File: config.mk
export PLATFORM = sky130hd
export DESIGN_NAME = ni_packetizer
export DESIGN_NICKNAME = d
export VERILOG_FILES = /design/src/rtl/ni_packetizer.sv
export SDC_FILE = /design/constraint.sdc
export NUM_CORES = 1
export LEC_CHECK = 0
export CORE_ASPECT_RATIO = 1.5
export CORE_MARGIN = 8
export CORE_UTILIZATION = 47
export DETAILED_ROUTE_END_ITERATION = 8
export GPL_ROUTABILITY_DRIVEN = 0
export PLACE_DENSITY = 0.88
export SYNTH_ARGS = -nofsm -noshare
export SYNTH_HDL_FRONTEND = slang
export SYNTH_SLANG_ARGS = --single-unit
File: constraint.sdc
create_clock -name clk -period 2.6 [get_ports clk]
set_input_delay 0.26 -clock clk [delete_from_list [all_inputs] [get_ports clk]]
set_output_delay 0.26 -clock clk [all_outputs]
set_load 0.01 [all_outputs]
File: src/rtl/ni_packetizer.sv
// rtl/ni_packetizer.sv - network-interface transmitter: send request -> HEADER/PAYLOAD*/TAIL flits
// Optional feature macro: NI_CHECKSUM_EN (TAIL carries XOR of payload words; default build: zero tail)
// Ports:
//   clk, rst            clock, asynchronous active-low reset
//   cur_addr            own tile address {y,x}, latched at request accept
//   req/req_dst/req_len send request, destination, payload flit count; req_ack pulses on accept
//   dat_valid/dat       payload word in; dat_ready marks the word consumed this cycle
//   out_full            router local FIFO full; out_valid/flit_out flit toward that FIFO
//   busy                packet in progress; pkt_cnt counts transferred TAIL flits (wraps)
module ni_packetizer #(
  parameter int FLIT_W  = 32,
  parameter int MAX_LEN = 255
) (
  input  logic              clk,
  input  logic              rst,
  input  logic [3:0]        cur_addr,
  input  logic              req,
  input  logic [3:0]        req_dst,
  input  logic [7:0]        req_len,
  output logic              req_ack,
  input  logic              dat_valid,
  input  logic [FLIT_W-4:0] dat,
  output logic              dat_ready,
  input  logic              out_full,
  output logic              out_valid,
  output logic [FLIT_W-1:0] flit_out,
  output logic              busy,
  output logic [15:0]       pkt_cnt
);

  localparam logic [2:0] ID_HEADER  = 3'b001;
  localparam logic [2:0] ID_PAYLOAD = 3'b010;
  localparam logic [2:0] ID_TAIL    = 3'b100;

  typedef enum logic [1:0] {S_IDLE, S_HDR, S_PAY, S_TAIL} state_t;

  state_t              state_q, state_d;
  logic [3:0]          dst_q, src_q;
  logic [7:0]          len_q, rem_q;
  logic                ack_q, ov_q;
  logic [FLIT_W-1:0]   flit_q;
  logic [15:0]         cnt_q;
  logic [FLIT_W-4:0]   tail_field;
  logic [7:0]          len_clamped;

  logic xfer, accept, load_hdr, load_pay, load_tail, tail_done;

  // A flit leaves the output register only when the router FIFO can take it.
  assign xfer = ov_q & ~out_full;
  assign len_clamped = (int'(req_len) > MAX_LEN) ? 8'(MAX_LEN) : req_len;

  // State register
  always_ff @(posedge clk or negedge rst) begin
    if (!rst) state_q <= S_IDLE;
    else      state_q <= state_d;
  end

  // Next-state logic
  always_comb begin
    state_d = state_q;
    case (state_q)
      S_IDLE: if (req)  state_d = S_HDR;
      S_HDR:  if (xfer) state_d = (len_q == 8'd0) ? S_TAIL : S_PAY;
      // rem_q reaches zero when the last payload is loaded; leave once it drains.
      S_PAY:  if (xfer && rem_q == 8'd0) state_d = S_TAIL;
      S_TAIL: if (xfer) state_d = S_IDLE;
      default: state_d = S_IDLE;
    endcase
  end

  // Output / control decode
  always_comb begin
    accept    = 1'b0;
    load_hdr  = 1'b0;
    load_pay  = 1'b0;
    load_tail = 1'b0;
    tail_done = 1'b0;
    case (state_q)
      S_IDLE: accept    = req;
      S_HDR:  load_hdr  = ~ov_q;
      // Refill in the same cycle the current flit drains to sustain 1 flit/cycle.
      S_PAY:  load_pay  = (rem_q != 8'd0) & (~ov_q | xfer) & dat_valid;
      S_TAIL: begin
        load_tail = ~ov_q;
        tail_done = xfer;
      end
      default: ;
    endcase
  end

`ifdef NI_CHECKSUM_EN
  logic [FLIT_W-4:0] chk_q;

  always_ff @(posedge clk or negedge rst) begin
    if (!rst)          chk_q <= '0;
    else if (accept)   chk_q <= '0;
    else if (load_pay) chk_q <= chk_q ^ dat;
  end

  assign tail_field = chk_q;
`else
  assign tail_field = '0;
`endif

  always_ff @(posedge clk or negedge rst) begin
    if (!rst) begin
      dst_q  <= '0;
      src_q  <= '0;
      len_q  <= '0;
      rem_q  <= '0;
      ack_q  <= 1'b0;
      ov_q   <= 1'b0;
      flit_q <= '0;
      cnt_q  <= '0;
    end else begin
      ack_q <= accept;
      if (accept) begin
        dst_q <= req_dst;
        src_q <= cur_addr;
        len_q <= len_clamped;
        rem_q <= len_clamped;
      end
      if (load_pay) rem_q <= rem_q - 8'd1;

      // flit_q keeps its last value after draining; only out_valid drops.
      if (load_hdr) begin
        ov_q   <= 1'b1;
        flit_q <= {ID_HEADER, dst_q, src_q, len_q, {(FLIT_W-19){1'b0}}};
      end else if (load_pay) begin
        ov_q   <= 1'b1;
        flit_q <= {ID_PAYLOAD, dat};
      end else if (load_tail) begin
        ov_q   <= 1'b1;
        flit_q <= {ID_TAIL, tail_field};
      end else if (xfer) begin
        ov_q   <= 1'b0;
      end

      if (tail_done) cnt_q <= cnt_q + 16'd1;
    end
  end

  assign req_ack   = ack_q;
  assign dat_ready = load_pay;
  assign out_valid = ov_q;
  assign flit_out  = flit_q;
  assign busy      = (state_q != S_IDLE);
  assign pkt_cnt   = cnt_q;

endmodule

---- Word-level counts from Yosys, hierarchy flattened ----
Index checks and enable logic that the tools add are counted.
storage, ports and cells
  register bits after elaboration ......... 76
  output and inout port bits .............. 52
  logic and storage cells ................. 54
operators by class
  $add $sub $neg .......................... 2
  equal/unequal tests ..................... 7
  muxes and demuxes ....................... 20
  bitwise operators ....................... 6
  reductions and logical operators ........ 10
operators with widths
  operator                                                            count
  32-bit 2-to-1 mux                                                   3
  16-bit by 1-bit adder with 16-bit output, second input constant     1
  8-bit zero test                                                     2
  8-bit 2-to-1 mux                                                    2
  1-bit 2-to-1 mux                                                    10
  2-bit 2-to-1 mux                                                    4
  2-bit != test, second input constant                                4
  2-bit one-hot mux with 4 select lines                               1
  8-bit nonzero test                                                  1
  8-bit by 1-bit subtractor with 8-bit output, second input constant  1
  2-bit == test, second input constant                                2
  4-bit AND reduction                                                 1
  2-bit nonzero test                                                  2
  4-bit nonzero test                                                  1
  1-bit bitwise AND                                                   3
  3-bit nonzero test                                                  1
  2-bit by 1-bit == test with 1-bit output, second input constant     1
  2-bit zero test                                                     1
  1-bit NOT                                                           2
  1-bit logical AND                                                   1
  1-bit bitwise OR                                                    1

---- Depth between registers and ports, before layout ----
  depth after elaboration ................. 8
  gate-level depth with buffers ........... 9
  gate-level depth less buffers ........... 7

---- Worst setup path after synthesis ----
No wires, ideal clock.
  path kind ............................... flip-flop to flip-flop
  from .................................... register rem_q[0]
  to ...................................... register flit_q[28], in the netlist flit_out[28]
  library setup time ...................... 126 ps
  data arrival time ....................... 1934 ps
  required time ........................... 2474 ps
  path slack .............................. 540 ps
  stages on the path, launching flop included .. 9
  path buffers ............................ 2
  clock period less this slack ............ 2060 ps
  path through ............................ dfrtp_1 inv_1 ha_1 or3b_2 o2111a_1 buf_6 buf_6 and3_1 a221o_1
between the ends
  word-level cells in the longest chain between the ends .. 6
RTL lines
  what                               RTL line  source
  start, declared                    39        logic [7:0] len_q, rem_q;
  start signal, assigned             121       rem_q <= len_clamped;
  start signal, assigned             123       if (load_pay) rem_q <= rem_q - 8'd1;
  8-bit nonzero test *               82        S_PAY: load_pay = (rem_q != 8'd0) & (~ov_q | xfer) & dat_valid;
  1-bit bitwise AND * (2 in series)  82
  1-bit 2-to-1 mux *                 78        case (state_q)
  32-bit 2-to-1 mux                  129       end else if (load_pay) begin
  32-bit 2-to-1 mux                  126       if (load_hdr) begin
  end signal, assigned               128       flit_q <= {ID_HEADER, dst_q, src_q, len_q, {(FLIT_W-19){1'b0}}};
  end signal, assigned               131       flit_q <= {ID_PAYLOAD, dat};
  end signal, assigned               134       flit_q <= {ID_TAIL, tail_field};
  end, declared                      41        logic [FLIT_W-1:0] flit_q;
Every way passes the cells marked *; elsewhere a longest branch is shown, timed or not.
A chain may end at the register's enable or synchronous reset.

---- Final worst setup path ----
  from .................................... register rem_q[0]
  to ...................................... register state_q[1]
between the ends
  word-level cells in the longest chain between the ends .. 4
RTL lines
  what                           RTL line  source
  8-bit zero test                65        S_PAY: if (xfer && rem_q == 8'd0) state_d = S_TAIL;
  1-bit logical AND              65
  2-bit != test (no line)        -
  4-bit AND reduction (no line)  -
  end signal, assigned           55        else state_q <= state_d;
  end, declared                  37        state_t state_q, state_d;
Every way passes these cells.

==> results.md <==
- Power spread over the standard cell area amounts to 1060 nW/µm².
- The synthesized netlist contains 44 unique library cells.
- The worst-case clock buffer depth is 2.
- The master cell of the clock root buffer is clkbuf_8.
- Max-cap violations in this run came to 0.
- The detailed router finished its first iteration with 162 violations.
- Detailed placement finished with a half-perimeter wire length of 6614 µm.
- In this run the static leakage power is 2.262 nW.
- Synthesis produced a netlist whose cell count is 309.
- The startpoint-to-endpoint class of the critical path is register to register.
- The number of global-route vias before repair is 2946.
- For the worst flop-to-flop path, the logic depth is 6.
- The data arrival time of the worst path is 2530 ps.
- The total number of vias is 2845.
- The pre-CTS setup slack is 271.6 ps.
- The average via count per standard cell is 5.724.
- In the final layout, the multi-input gates occupy 1378 µm².
- The overall fraction of global-route tracks in use is 18.19%.
- The classification of the worst-slack hold path is input port to async pin.
- The critical path launch point type is a register.
- The clock transition at the registers of the reported paths is 80 ps.
- The maximum level of the CTS H-tree is 3.
- The CTS tree is yes.
- The post-layout net count is 470.
- The summed negative setup slack over all endpoints is 0 ps.
- Setup repair after global routing left no endpoint under its margin.
- For this run, the number of standard cells in the final layout without fillers is 497.
- The flop and latch count out of synthesis is 76.
- From left edge to right edge, the die measures 85.54 µm.
- The number of buffers and inverters on the critical path is 1.
- The remaining antenna violation count is 0.
- In the post-synthesis netlist, the biggest area contributors are dfrtp_1 (56%), nand2_1 (6.9%), a221o_1 (4.7%), and3_1 (3.7%), a22o_1 (3.3%).
- The net count of the mapped netlist is 367.
- The floorplan step defined a core boundary enclosing 7132 µm².
- The hold-fix buffer count after cts is 0.
- The maximum fanout along the worst path is 4.
- The top-level port count is 102.
- The flip-flop cell with the highest count after synthesis is dfrtp_1.
- After detailed placement, the design holds a cell count of 481.
- The timing-limited maximum frequency is 0.4351 GHz.
- The largest single stage delay on the critical path is 460 ps.
- The number of enable-type register cells in the synthesized netlist is 0.
- The later pin in the worst-skew pair is clocked with a latency of 350 ps.
- For this configuration, the core starts out at a cell density of 47.81%.
- The initialized floorplan defines 38 standard-cell rows.
- The remaining global-route overflow is 0.
- Of the cells placed in the final design, the portion with a size suffix greater than 1 is 8.873%.
- The cell area after placement is 4477 µm².
- The number of iterations in the first detailed-routing pass is 4.
- Dividing the detail-routed wire length by the instance count gives 18.32 µm.
- The first-pass GRT wire length is 14840 µm.
- The critical path goes through inv_1 -> ha_1 -> or3b_2 -> o21ai_0 -> o211a_1 -> mux2_2.
- The sequential cells in the finished layout cover a total of 1902 µm².
- In this run the critical register-to-register path is launched from rem_q[0]$_DFFE_PN0P_.
- Setup violations remaining at the end of the flow were counted as 0.
- In the routed design, unresolved DRC markers number 0.
- The floorplan die height is 120.3 µm.
- The number of buffers added on ports is 101.
- The clock period minus final worst setup slack is 2298 ps.
- The kind of cell with the highest combined delay along the critical path is compound AO/OA/AOI/OAI gates.
- The share of synthesized area occupied by flip-flops and latches is 55.78%.
- Relative to the synthesized area, the layout overhead comes to 39.16%.
- Counting the buffers created by CTS gives 9.
- At the pin with the least slew margin, the transition time is 929.1 ps.
- The number of fill cells in the layout is 537.
- Of all cell types, the one taking the most synthesized area is dfrtp_1.
- The post-synthesis cell area is 3410 µm².
- IR analysis of the VDD net gives a maximum drop of 0.0006196 V.
- The repair_antennas step left the layout with diodes totalling 0.
- After synthesis, the largest area contributor takes up 55.78% of total cell area.
- Data on the critical path is required at its endpoint by 2830 ps.
- In the post-route analysis, the smallest setup slack over all paths is 301.9 ps.
- The number of failing hold endpoints at the final stage is 0.
- The post-detailed-routing wire length is 9105 µm.
- The count of clock tree sinks is 76.
- The Yosys warning count is 0.
- In this run the tightest slew margin relative to its limit is 38.06%.
- The final clock skew is 10.24 ps.
- The initial antenna violation count was 0.
- The run finished with clean final reports.
- The reg-to-reg critical path endpoint is state_q[1]$_DFFE_PN0P_.
- The share of the cycle needed by the critical path after routing is 88.39%.
- The fraction of synthesis flops using an asynchronous set or reset pin is 100.0%.
- The capturing element type of the critical path is a register.
- The worst register-to-register path has a setup slack of 300 ps.
- The die footprint is 10290 µm².
- The number of pins with negative max-slew slack in the final report is 0.
- On the critical path, the stage with the largest delay is an instance of o21ai_0.
- The largest net degree at the start of global routing is 77.
- Hold is met by 53.46 ps.
- A synthesized cell averages 11.03 µm².
- The total non-filler cell area in the finished layout is 4745 µm².
- Gates resized during post-CTS repair numbered 1.
- The total setup buffers inserted after CTS is 0.
==> cells in the mapped netlist (2+ instances only) <==
library cell / count
xor2_1: 4
a21oi_1: 4
buf_2: 3
nor4_1: 2
nand3_1: 9
o21ai_0: 3
ha_1: 8
mux2_4: 2
buf_1: 3
nand4_1: 5
xnor2_1: 11
or3b_2: 2
dfrtp_1: 76
and3_1: 20
a21o_1: 5
mux2_2: 2
a221o_1: 16
clkbuf_1: 6
a22o_1: 13
buf_6: 4
a211oi_2: 2
mux2i_1: 2
inv_1: 10
nand2_1: 63
nor2_1: 8
nor3_1: 8
==> registers in the layout, summed over array words and instances (netlist names) <==
| signal | flops |
|---|---|
| flit_out | 32 |
| out_valid | 1 |
| dst_q | 4 |
| req_ack | 1 |
| len_q | 8 |
| state_q | 2 |
| rem_q | 8 |
| src_q | 4 |
| pkt_cnt | 16 |
==> per-layer routing <==
metal,up-vias,part of all wire [%],track usage [%],wire [µm]
met4,0,3.0,10.24,269
met3,22,5.7,3.329,517
li1,1302,-,-,-
met2,118,53,31.27,4865
met1,1403,38,20.68,3453
met5,-,0,0,0
==> how the worst max path moves through the flow <==
stage                                     from                       end  slack (ps)  cells after the start
after floorplan           rem_q[0]$_DFFE_PN0P_  flit_out[28]$_DFFE_PN0P_         540                      8
after global placement    rem_q[0]$_DFFE_PN0P_      rem_q[6]$_DFFE_PN0P_         350                      7
after detailed placement  rem_q[0]$_DFFE_PN0P_      rem_q[6]$_DFFE_PN0P_         270                      7
after CTS                 rem_q[0]$_DFFE_PN0P_                 dat_ready          20                      5
after global routing      rem_q[0]$_DFFE_PN0P_      rem_q[6]$_DFFE_PN0P_         240                      7
final                     rem_q[0]$_DFFE_PN0P_    state_q[1]$_DFFE_PN0P_         300                      6
==> cell type report <==
class	instances	area share (%)
Clock buffer	10	2.690
Clock inverter	6	2.874
Inverter	10	0.7911
Multi-Input combinational cell	207	29.03
Sequential cell	76	40.08
Tap cell	80	2.110
Timing Repair Buffer	108	22.42
==> metrics by stage <==
step	utilization, %	power [mW]
2_1_floorplan	-	3.031
3_3_place_gp	62.77	3.788
3_5_place_dp	62.77	3.879
4_1_cts	66.49	5.063
5_1_grt	66.53	5.327
6_report	66.53	5.027
==> cells in the final DEF (no fill, tap or decap), types with 2 or more instances in the layout <==
| cell | n |
|---|---|
| mux2_4 | 2 |
| a211oi_2 | 2 |
| a22o_1 | 13 |
| bufinv_16 | 4 |
| clkdlybuf4s50_1 | 99 |
| nand2_1 | 63 |
| a221o_1 | 16 |
| mux2i_1 | 2 |
| xor2_1 | 4 |
| a21o_1 | 5 |
| xnor2_1 | 11 |
| ha_1 | 8 |
| and3_1 | 20 |
| a21oi_1 | 4 |
| mux2_2 | 2 |
| clkbuf_8 | 9 |
| dfrtp_1 | 76 |
| o21ai_0 | 3 |
| nand3_1 | 9 |
| nor4_1 | 2 |
| nand4_1 | 5 |
| or3b_2 | 2 |
| inv_1 | 10 |
| buf_4 | 8 |
| nor2_1 | 8 |
| nor3_1 | 8 |
==> kinds of logic (layout without fill, tap and decap cells) <==
group	count (synthesis)	in the layout	synth area share [%]
flops	76	76	55.78
xor+xnor	15	15	3.853
mux	6	6	2.128
buf+inv	26	134	3.853
simple gates	127	127	18.17
compound gates	51	51	13.28
fa+ha+maj	8	8	2.936
==> power breakdown <==
part	total (mW)	switching, mW	leakage [nW]	internal, mW
Combinational	1.96	0.953	1.16	1.00
Clock	1.16	0.423	0.127	0.736
Sequential	1.91	0.324	0.980	1.59
Power figures use the tool's default switching activity.
